--- src/rtl/dht11_poll_scheduler_if.sv ---
// rtl/dht11_poll_scheduler_if.sv - handshake and data bundle between the DHT11 poll scheduler and its environment
//
// Purpose: groups the enable, bus-controller handshake, received frame bytes
//          and display-side outputs of dht11_poll_scheduler.
// Signals (direction given from the scheduler's point of view):
//   i_enable       polling enable level
//   i_dht11_done   1-cycle frame-received pulse from the bus controller
//   i_rh_int/i_rh_dec/i_t_int/i_t_dec/i_checksum  received frame bytes
//   o_dht11_start  1-cycle start pulse to the bus controller
//   o_rh_data/o_t_data  last good humidity / temperature integer bytes
//   o_data_update  1-cycle refresh strobe
//   o_data_valid   good read since last error or reset
//   o_error_flag   retries exhausted
//   o_busy         transaction in flight
//   o_err_count    failure counter (only with DHT11_ERR_CNT_EN defined)
// Modports: slave = scheduler, master = environment / bus-controller side.
// Optional feature macro: DHT11_ERR_CNT_EN
interface dht11_poll_scheduler_if;
  logic       i_enable;
  logic       i_dht11_done;
  logic [7:0] i_rh_int;
  logic [7:0] i_rh_dec;
  logic [7:0] i_t_int;
  logic [7:0] i_t_dec;
  logic [7:0] i_checksum;
  logic       o_dht11_start;
  logic [7:0] o_rh_data;
  logic [7:0] o_t_data;
  logic       o_data_update;
  logic       o_data_valid;
  logic       o_error_flag;
  logic       o_busy;
`ifdef DHT11_ERR_CNT_EN
  logic [7:0] o_err_count;
`endif

  modport slave (
    input  i_enable, i_dht11_done, i_rh_int, i_rh_dec, i_t_int, i_t_dec, i_checksum,
    output o_dht11_start, o_rh_data, o_t_data, o_data_update, o_data_valid,
`ifdef DHT11_ERR_CNT_EN
    output o_err_count,
`endif
    output o_error_flag, o_busy
  );

  modport master (
    output i_enable, i_dht11_done, i_rh_int, i_rh_dec, i_t_int, i_t_dec, i_checksum,
    input  o_dht11_start, o_rh_data, o_t_data, o_data_update, o_data_valid,
`ifdef DHT11_ERR_CNT_EN
    input  o_err_count,
`endif
    input  o_error_flag, o_busy
  );
endinterface

--- src/rtl/dht11_poll_scheduler.sv ---
// rtl/dht11_poll_scheduler.sv - periodic DHT11 read sequencer with timeout, checksum check and retry
//
// Purpose: issues start pulses to the DHT11 bus controller, waits for the
//          frame with a timeout, validates the checksum, retries on failure
//          and latches the last good humidity/temperature bytes for display.
// Ports:
//   i_clk    system clock
//   i_reset  synchronous, active-high reset
//   bus      dht11_poll_scheduler_if.slave (enable, handshake, frame bytes, status outputs)
// Optional feature macro: DHT11_ERR_CNT_EN (adds saturating failure counter o_err_count)
module dht11_poll_scheduler #(
  parameter int TICK_DIV       = 100000,
  parameter int POLL_PERIOD_MS = 2000,
  parameter int RETRY_MS       = 1000,
  parameter int TIMEOUT_MS     = 50,
  parameter int MAX_RETRY      = 3
) (
  input  logic                   i_clk,
  input  logic                   i_reset,
  dht11_poll_scheduler_if.slave  bus
);

  localparam int MS_MAX = (POLL_PERIOD_MS > RETRY_MS)
                        ? ((POLL_PERIOD_MS > TIMEOUT_MS) ? POLL_PERIOD_MS : TIMEOUT_MS)
                        : ((RETRY_MS > TIMEOUT_MS) ? RETRY_MS : TIMEOUT_MS);
  localparam int PW = (TICK_DIV > 1) ? $clog2(TICK_DIV) : 1;
  localparam int MW = (MS_MAX > 1) ? $clog2(MS_MAX) : 1;

  localparam logic [PW-1:0] L_PRESC_LAST   = PW'(TICK_DIV - 1);
  localparam logic [MW-1:0] L_TIMEOUT_LAST = MW'(TIMEOUT_MS - 1);
  localparam logic [MW-1:0] L_POLL_LAST    = MW'(POLL_PERIOD_MS - 1);
  localparam logic [MW-1:0] L_RETRY_LAST   = MW'(RETRY_MS - 1);
  localparam logic [3:0]    L_MAX_RETRY    = 4'(MAX_RETRY);

  typedef enum logic [2:0] {
    S_IDLE,
    S_START,
    S_WAIT_DONE,
    S_CHECK,
    S_HOLDOFF
  } state_t;

  state_t        r_state;
  logic [PW-1:0] r_presc;
  logic [MW-1:0] r_ms_cnt;
  logic          r_hold_long;   // HOLDOFF length: 1 = poll period, 0 = retry gap
  logic [3:0]    r_retry;
  logic [7:0]    r_rh_int, r_rh_dec, r_t_int, r_t_dec, r_csum;

  logic          r_start;
  logic [7:0]    r_rh_data;
  logic [7:0]    r_t_data;
  logic          r_update;
  logic          r_valid;
  logic          r_error;
  logic          r_busy;

  logic          w_tick;
  logic          w_timeout;
  logic          w_hold_done;
  logic [MW-1:0] w_hold_last;
  logic [7:0]    w_sum;
  logic          w_fail;

  // The last cycle of an N-ms window is the one where both counters sit on
  // their final value, so a window lasts exactly N*TICK_DIV cycles.
  assign w_tick      = (r_presc == L_PRESC_LAST);
  assign w_timeout   = w_tick && (r_ms_cnt == L_TIMEOUT_LAST);
  assign w_hold_last = r_hold_long ? L_POLL_LAST : L_RETRY_LAST;
  assign w_hold_done = w_tick && (r_ms_cnt == w_hold_last);
  assign w_sum       = r_rh_int + r_rh_dec + r_t_int + r_t_dec;

  // A done pulse in the timeout cycle takes precedence over the timeout.
  assign w_fail = ((r_state == S_WAIT_DONE) && !bus.i_dht11_done && w_timeout) ||
                  ((r_state == S_CHECK) && (w_sum != r_csum));

`ifdef DHT11_ERR_CNT_EN
  logic [7:0] r_err_count;
  assign bus.o_err_count = r_err_count;

  always_ff @(posedge i_clk) begin
    if (i_reset) begin
      r_err_count <= 8'd0;
    end else if (w_fail && (r_err_count != 8'hFF)) begin
      r_err_count <= r_err_count + 8'd1;
    end
  end
`endif

  always_ff @(posedge i_clk) begin
    if (i_reset) begin
      r_state     <= S_IDLE;
      r_presc     <= '0;
      r_ms_cnt    <= '0;
      r_hold_long <= 1'b0;
      r_retry     <= 4'd0;
      r_rh_int    <= 8'd0;
      r_rh_dec    <= 8'd0;
      r_t_int     <= 8'd0;
      r_t_dec     <= 8'd0;
      r_csum      <= 8'd0;
      r_start     <= 1'b0;
      r_rh_data   <= 8'd0;
      r_t_data    <= 8'd0;
      r_update    <= 1'b0;
      r_valid     <= 1'b0;
      r_error     <= 1'b0;
      r_busy      <= 1'b0;
    end else begin
      r_start  <= 1'b0;
      r_update <= 1'b0;

      // Timebase only runs in the timed states, so it never wraps mid-window.
      if ((r_state == S_WAIT_DONE) || (r_state == S_HOLDOFF)) begin
        if (w_tick) begin
          r_presc  <= '0;
          r_ms_cnt <= r_ms_cnt + MW'(1);
        end else begin
          r_presc <= r_presc + PW'(1);
        end
      end

      if (w_fail) begin
        r_state  <= S_HOLDOFF;
        r_busy   <= 1'b0;
        r_presc  <= '0;
        r_ms_cnt <= '0;
        if (r_retry < L_MAX_RETRY) begin
          r_retry     <= r_retry + 4'd1;
          r_hold_long <= 1'b0;
        end else begin
          r_retry     <= 4'd0;
          r_error     <= 1'b1;
          r_valid     <= 1'b0;
          r_hold_long <= 1'b1;
        end
      end else begin
        case (r_state)
          S_IDLE: begin
            if (bus.i_enable) begin
              r_state <= S_START;
              r_start <= 1'b1;
              r_busy  <= 1'b1;
            end
          end
          S_START: begin
            r_state  <= S_WAIT_DONE;
            r_presc  <= '0;
            r_ms_cnt <= '0;
          end
          S_WAIT_DONE: begin
            if (bus.i_dht11_done) begin
              r_rh_int <= bus.i_rh_int;
              r_rh_dec <= bus.i_rh_dec;
              r_t_int  <= bus.i_t_int;
              r_t_dec  <= bus.i_t_dec;
              r_csum   <= bus.i_checksum;
              r_state  <= S_CHECK;
            end
          end
          S_CHECK: begin
            // Only reached here on a checksum match; mismatch is w_fail.
            r_rh_data   <= r_rh_int;
            r_t_data    <= r_t_int;
            r_update    <= 1'b1;
            r_valid     <= 1'b1;
            r_error     <= 1'b0;
            r_retry     <= 4'd0;
            r_hold_long <= 1'b1;
            r_busy      <= 1'b0;
            r_state     <= S_HOLDOFF;
            r_presc     <= '0;
            r_ms_cnt    <= '0;
          end
          S_HOLDOFF: begin
            if (w_hold_done) begin
              if (bus.i_enable) begin
                r_state <= S_START;
                r_start <= 1'b1;
                r_busy  <= 1'b1;
              end else begin
                r_state <= S_IDLE;
              end
            end
          end
          default: begin
            r_state <= S_IDLE;
            r_busy  <= 1'b0;
          end
        endcase
      end
    end
  end

  assign bus.o_dht11_start = r_start;
  assign bus.o_rh_data     = r_rh_data;
  assign bus.o_t_data      = r_t_data;
  assign bus.o_data_update = r_update;
  assign bus.o_data_valid  = r_valid;
  assign bus.o_error_flag  = r_error;
  assign bus.o_busy        = r_busy;

endmodule

--- src/flat_wrapper.sv ---
// flat-port wrapper written by rule: the top's interface ports become plain ports
module dht11_poll_scheduler_flat 
#(
  parameter int TICK_DIV       = 100000,
  parameter int POLL_PERIOD_MS = 2000,
  parameter int RETRY_MS       = 1000,
  parameter int TIMEOUT_MS     = 50,
  parameter int MAX_RETRY      = 3
)
  (i_clk, i_reset, bus_i_enable, bus_i_dht11_done, bus_i_rh_int, bus_i_rh_dec, bus_i_t_int, bus_i_t_dec, bus_i_checksum, bus_o_dht11_start, bus_o_rh_data, bus_o_t_data, bus_o_data_update, bus_o_data_valid, bus_o_error_flag, bus_o_busy);
  dht11_poll_scheduler_if bus_i ();
  input  logic i_clk;
  input  logic i_reset;
  input wire logic [$bits(bus_i.i_enable)-1:0] bus_i_enable;
  input wire logic [$bits(bus_i.i_dht11_done)-1:0] bus_i_dht11_done;
  input wire logic [$bits(bus_i.i_rh_int)-1:0] bus_i_rh_int;
  input wire logic [$bits(bus_i.i_rh_dec)-1:0] bus_i_rh_dec;
  input wire logic [$bits(bus_i.i_t_int)-1:0] bus_i_t_int;
  input wire logic [$bits(bus_i.i_t_dec)-1:0] bus_i_t_dec;
  input wire logic [$bits(bus_i.i_checksum)-1:0] bus_i_checksum;
  output wire logic [$bits(bus_i.o_dht11_start)-1:0] bus_o_dht11_start;
  output wire logic [$bits(bus_i.o_rh_data)-1:0] bus_o_rh_data;
  output wire logic [$bits(bus_i.o_t_data)-1:0] bus_o_t_data;
  output wire logic [$bits(bus_i.o_data_update)-1:0] bus_o_data_update;
  output wire logic [$bits(bus_i.o_data_valid)-1:0] bus_o_data_valid;
  output wire logic [$bits(bus_i.o_error_flag)-1:0] bus_o_error_flag;
  output wire logic [$bits(bus_i.o_busy)-1:0] bus_o_busy;
  assign bus_i.i_enable = bus_i_enable;
  assign bus_i.i_dht11_done = bus_i_dht11_done;
  assign bus_i.i_rh_int = bus_i_rh_int;
  assign bus_i.i_rh_dec = bus_i_rh_dec;
  assign bus_i.i_t_int = bus_i_t_int;
  assign bus_i.i_t_dec = bus_i_t_dec;
  assign bus_i.i_checksum = bus_i_checksum;
  assign bus_o_dht11_start = bus_i.o_dht11_start;
  assign bus_o_rh_data = bus_i.o_rh_data;
  assign bus_o_t_data = bus_i.o_t_data;
  assign bus_o_data_update = bus_i.o_data_update;
  assign bus_o_data_valid = bus_i.o_data_valid;
  assign bus_o_error_flag = bus_i.o_error_flag;
  assign bus_o_busy = bus_i.o_busy;
  dht11_poll_scheduler #(.TICK_DIV(TICK_DIV), .POLL_PERIOD_MS(POLL_PERIOD_MS), .RETRY_MS(RETRY_MS), .TIMEOUT_MS(TIMEOUT_MS), .MAX_RETRY(MAX_RETRY)) u_core (.i_clk(i_clk), .i_reset(i_reset), .bus(bus_i));
endmodule
--- config.mk ---
export PLATFORM = sky130hd
export DESIGN_NAME = dht11_poll_scheduler_flat
export DESIGN_NICKNAME = d
export VERILOG_FILES = /design/src/rtl/dht11_poll_scheduler_if.sv /design/src/rtl/dht11_poll_scheduler.sv /design/src/flat_wrapper.sv
export SDC_FILE = /design/constraint.sdc
export NUM_CORES = 1
export LEC_CHECK = 0
export CAP_MARGIN = 20
export CELL_PAD_IN_SITES_DETAIL_PLACEMENT = 0
export CELL_PAD_IN_SITES_GLOBAL_PLACEMENT = 1
export CORE_MARGIN = 2
export CORE_UTILIZATION = 29
export DETAILED_ROUTE_END_ITERATION = 8
export DONT_BUFFER_PORTS = 1
export PLACE_DENSITY = 0.61
export SETUP_SLACK_MARGIN = 0.4
export SLEW_MARGIN = 10
export SYNTH_ARGS = -nofsm -noshare
export SYNTH_HDL_FRONTEND = slang
export SYNTH_SLANG_ARGS = --single-unit
--- constraint.sdc ---
create_clock -name i_clk -period 8.81 [get_ports i_clk]
set_input_delay 2.643 -clock i_clk [delete_from_list [all_inputs] [get_ports i_clk]]
set_output_delay 2.643 -clock i_clk [all_outputs]
set_load 0.01 [all_outputs]
==> run_summary.xml <==
<?xml version="1.0" encoding="UTF-8"?>
<metrics>
  <group name="worst_setup_path">
    <metric name="end_kind" unit="">flop</metric>
    <metric name="cp_slowest_stage_delay" unit="ns">0.69</metric>
    <metric name="setup.worst_path.class" unit="">reg -&gt; reg</metric>
    <metric name="cp_data_required_time" unit="ns">9.05</metric>
    <metric name="most_used_cell_cp" unit="">fa_1</metric>
    <metric name="path_max_fanout" unit="">19</metric>
    <metric name="timing.critical_path.cells" unit="">fa_1 &gt; inv_1 &gt; fa_1 &gt; inv_1 &gt; ha_1 &gt; fa_1 &gt; and3_1 &gt; o211ai_1 &gt; a21oi_1 &gt; o22ai_2 &gt; nor3_1 &gt; o31a_1</metric>
    <metric name="worstSetupStartpointType" unit="">flop</metric>
    <metric name="timing.critical_path.slowest_stage_cell" unit="">o22ai_2</metric>
    <metric name="arrival_time_reported_for_the_critical_path_endpoint" unit="ns">4.13</metric>
  </group>
  <group name="grt">
    <metric name="grt.overflow.total" unit="">0</metric>
    <metric name="grt_usage" unit="%">14.2</metric>
    <metric name="grt_max_degree" unit="">66</metric>
    <metric name="grt_pass1_wl" unit="um">19900</metric>
    <metric name="antenna_found_initial" unit="">0</metric>
    <metric name="number_of_global_route_vias_before_repair" unit="">3877</metric>
  </group>
  <group name="sta">
    <metric name="highest_clock_frequency_the_design_can_meet" unit="GHz">0.257</metric>
    <metric name="finalSetupViolations" unit="">0</metric>
    <metric name="skew" unit="ns">0.0101</metric>
    <metric name="min_period_over_period" unit="%">44.2</metric>
    <metric name="hold_viol" unit="">0</metric>
    <metric name="tightest_slew" unit="ns">0.916</metric>
    <metric name="drv_slew" unit="">0</metric>
    <metric name="setup_total_negative_slack" unit="ns">0</metric>
    <metric name="layout_min_cycle_time" unit="ns">3.89</metric>
    <metric name="grt_setup_unrepaired" unit="">no</metric>
    <metric name="max_slew_margin" unit="%">38.8</metric>
  </group>
  <group name="cells_and_area">
    <metric name="layout-area-overhead-vs-synth" unit="%">8.37</metric>
    <metric name="post_route_cells_drive_above_1_share" unit="%">6.48</metric>
    <metric name="fillCellCount" unit="">1742</metric>
    <metric name="design.final.nets" unit="">604</metric>
    <metric name="cell_area_after_layout" unit="um^2">5280</metric>
    <metric name="antenna_cells_inserted" unit="">0</metric>
    <metric name="multi_input_gate_area_in_the_final_layout" unit="um^2">2690</metric>
    <metric name="sequential_cell_area" unit="um^2">1940</metric>
  </group>
  <group name="yosys">
    <metric name="synth_cell_types" unit="">56</metric>
    <metric name="netlist.area_leader.share" unit="%">39.9</metric>
    <metric name="synth-async-reset-ratio" unit="%">0</metric>
    <metric name="ys_top_cells_by_area" unit="">dfxtp_1 (40%), nand2_1 (7.5%), a21oi_1 (7.2%)</metric>
    <metric name="synth_flop_cell" unit="">dfxtp_1</metric>
    <metric name="synth_top_cell_by_area" unit="">dfxtp_1</metric>
    <metric name="postSynthRegisterBits" unit="">97</metric>
    <metric name="yosysSeqAreaShare" unit="%">39.9</metric>
    <metric name="synth_top_cells_by_count" unit="">dfxtp_1 (97), nand2_1 (97), a21oi_1 (70)</metric>
    <metric name="count_of_synthesis_stage_warnings_from_yosys" unit="">0</metric>
    <metric name="netlist_instances" unit="">555</metric>
    <metric name="netlist_area_before_placement" unit="um^2">4870</metric>
    <metric name="syn-num-nets" unit="">624</metric>
    <metric name="synth_enable_flop_cells" unit="">0</metric>
    <metric name="postSynthAreaPerCell" unit="um^2">8.78</metric>
  </group>
  <group name="floorplan">
    <metric name="die_outline_area" unit="um^2">17900</metric>
    <metric name="ioPinCount" unit="">65</metric>
    <metric name="floorplan.die.width" unit="um">134</metric>
    <metric name="fp-row-count" unit="">47</metric>
    <metric name="placeableCoreArea" unit="um^2">16500</metric>
    <metric name="chipHeight" unit="um">134</metric>
    <metric name="initial_utilization" unit="%">29.5</metric>
  </group>
  <group name="drt">
    <metric name="drt-total-wl" unit="um">12100</metric>
    <metric name="drt-vias-per-instance" unit="">4.96</metric>
    <metric name="route.detailed.drc" unit="">0</metric>
    <metric name="avgRoutedWirePerCell" unit="um">15.9</metric>
    <metric name="route.vias.total" unit="">3771</metric>
    <metric name="initialDrtViolationCount" unit="">248</metric>
    <metric name="first_pass_iters" unit="">4</metric>
    <metric name="antenna_violating_nets_post_route" unit="">0</metric>
  </group>
  <group name="placed_design">
    <metric name="postPlaceCellArea" unit="um^2">4980</metric>
    <metric name="numPortBuffers" unit="">0</metric>
    <metric name="dpl.hpwl" unit="um">8910</metric>
    <metric name="place_congestion" unit="">0.757</metric>
  </group>
  <group name="cts">
    <metric name="cts-root-buf" unit="">clkbuf_16</metric>
    <metric name="worst_setup_hold_path_clk_slew" unit="ns">0.06</metric>
    <metric name="cts_num_sinks" unit="">97</metric>
    <metric name="numCtsBuffers" unit="">9</metric>
    <metric name="cts_htree_levels" unit="">3</metric>
    <metric name="post_cts_hold_fix_bufs" unit="">0</metric>
    <metric name="count_of_cells_resized_by_post_cts_repair" unit="">0</metric>
    <metric name="cts_setup_buffers" unit="">0</metric>
    <metric name="clk-insertion-delay-late" unit="ns">0.36</metric>
    <metric name="clock_tree_from_tritoncts" unit="">yes</metric>
    <metric name="max-clock-path-buffers" unit="">2</metric>
  </group>
  <group name="worst_hold_path">
    <metric name="min_path_type" unit="">reg -&gt; reg</metric>
  </group>
  <group name="power">
    <metric name="p_leak" unit="nW">1.80</metric>
    <metric name="worst_ir_drop_vdd" unit="uV">99.4</metric>
    <metric name="power.density" unit="nW/um^2">193</metric>
  </group>
  <group name="outcome">
    <metric name="status" unit="">complete, no violations</metric>
  </group>
  <group name="flow_run">
    <metric name="number_of_max_capacitance_violations_reported" unit="">0</metric>
  </group>
</metrics>
[cells in the final DEF, fill, tap and decap left out, types with 3 or more instances in the layout]
| cell type | synthesis | final |
|---|---|---|
| fa_1 | 14 | 14 |
| nor4_1 | 3 | 3 |
| o21ai_0 | 7 | 7 |
| and4_1 | 3 | 3 |
| nand3_1 | 13 | 13 |
| o211ai_1 | 3 | 3 |
| nand2_1 | 97 | 97 |
| nand2b_1 | 3 | 3 |
| xnor2_1 | 16 | 16 |
| or3_1 | 4 | 4 |
| clkbuf_16 | 0 | 9 |
| xnor3_1 | 3 | 3 |
| a21oi_1 | 70 | 70 |
| and2_1 | 5 | 5 |
| nor3_1 | 9 | 9 |
| nor2_1 | 40 | 40 |
| and3_1 | 12 | 12 |
| inv_1 | 17 | 17 |
| dfxtp_1 | 97 | 97 |
| xor2_1 | 17 | 17 |
| o31ai_1 | 16 | 16 |
| ha_1 | 11 | 11 |
| nand4_1 | 27 | 27 |
| nor4_2 | 3 | 3 |
[worst max-delay path, delay by kind of cell (launching register included)]
kind | cells | cell delay (ns)
AO/OA/AOI/OAI | 4 | 1.33
adder cells (fa/ha/maj) | 4 | 1.67
flip-flops | 1 | 0.33
buffers and inverters | 2 | 0.11
AND/OR/NAND/NOR | 2 | 0.34
[final timing paths]
check	startpoint	end	slack [ns]	cells after the start
max	u_core.r_t_dec[1]	u_core.r_hold_long	4.92	12
min	u_core.r_t_dec[6]	u_core.r_t_dec[6]	0.45	2
max reg2reg	u_core.r_t_dec[1]	u_core.r_hold_long	4.92	12
min reg2reg	u_core.r_t_dec[6]	u_core.r_t_dec[6]	0.45	2
[registers in the layout (all words and copies together) (netlist names)]
signal                    cells
u_core.bus.o_busy             1
u_core.bus.o_data_update      1
u_core.bus.o_data_valid       1
u_core.bus.o_dht11_start      1
u_core.bus.o_error_flag       1
u_core.bus.o_rh_data          8
u_core.bus.o_t_data           8
u_core.r_csum                 8
u_core.r_hold_long            1
u_core.r_ms_cnt              11
u_core.r_presc               17
u_core.r_retry                4
u_core.r_rh_dec               8
u_core.r_rh_int               8
u_core.r_state                3
u_core.r_t_dec                8
u_core.r_t_int                8
[area by class of cell]
| class | count | area share [%] |
|---|---|---|
| Clock buffer | 11 | 4.60 |
| Clock inverter | 5 | 1.04 |
| Inverter | 17 | 1.21 |
| Multi-Input combinational cell | 408 | 50.9 |
| Sequential cell | 97 | 36.8 |
| Tap cell | 220 | 5.21 |
| Timing Repair Buffer | 2 | 0.284 |
[stage by stage]
step / hold slack, ns / std cells / worst slack (ns) / total power, mW / util (%)
detailed placement: 0.442 / 744 / 4.94 / 0.633 / 30.2
CTS: 0.452 / 760 / 4.93 / 1.03 / 32.0
global route: 0.476 / 760 / 4.66 / 1.07 / 32.0
global placement: 0.440 / 744 / 4.96 / 0.631 / 30.2
finish: 0.451 / 760 / 4.92 / 1.02 / 32.0
floorplan: 0.436 / 555 / 5.20 / 0.617 / -
[report_power, final]
part / switching [mW] / internal, mW
Combinational: 0.111 / 0.0446
Sequential: 0.0173 / 0.451
Clock: 0.170 / 0.227
[routing by layer]
layer	share of wire, %	wire (um)	global-route usage (%)	vias to the layer above
met4	1.6	193	5.02	0
li1	-	-	-	1888
met5	0	0	0	-
met1	42	5110	16.4	1805
met2	51	6170	24.6	64
met3	5.1	615	4.57	14
[logic make-up after synthesis]
logic type / share of synthesized area (%)
fa+ha+maj: 8.58
compound gates: 12.6
xor+xnor: 8.22
simple gates: 25.5
buf+inv: 5.01
mux: 0.205
flops: 39.9
No activity file was read; power rests on OpenSTA's default activity.
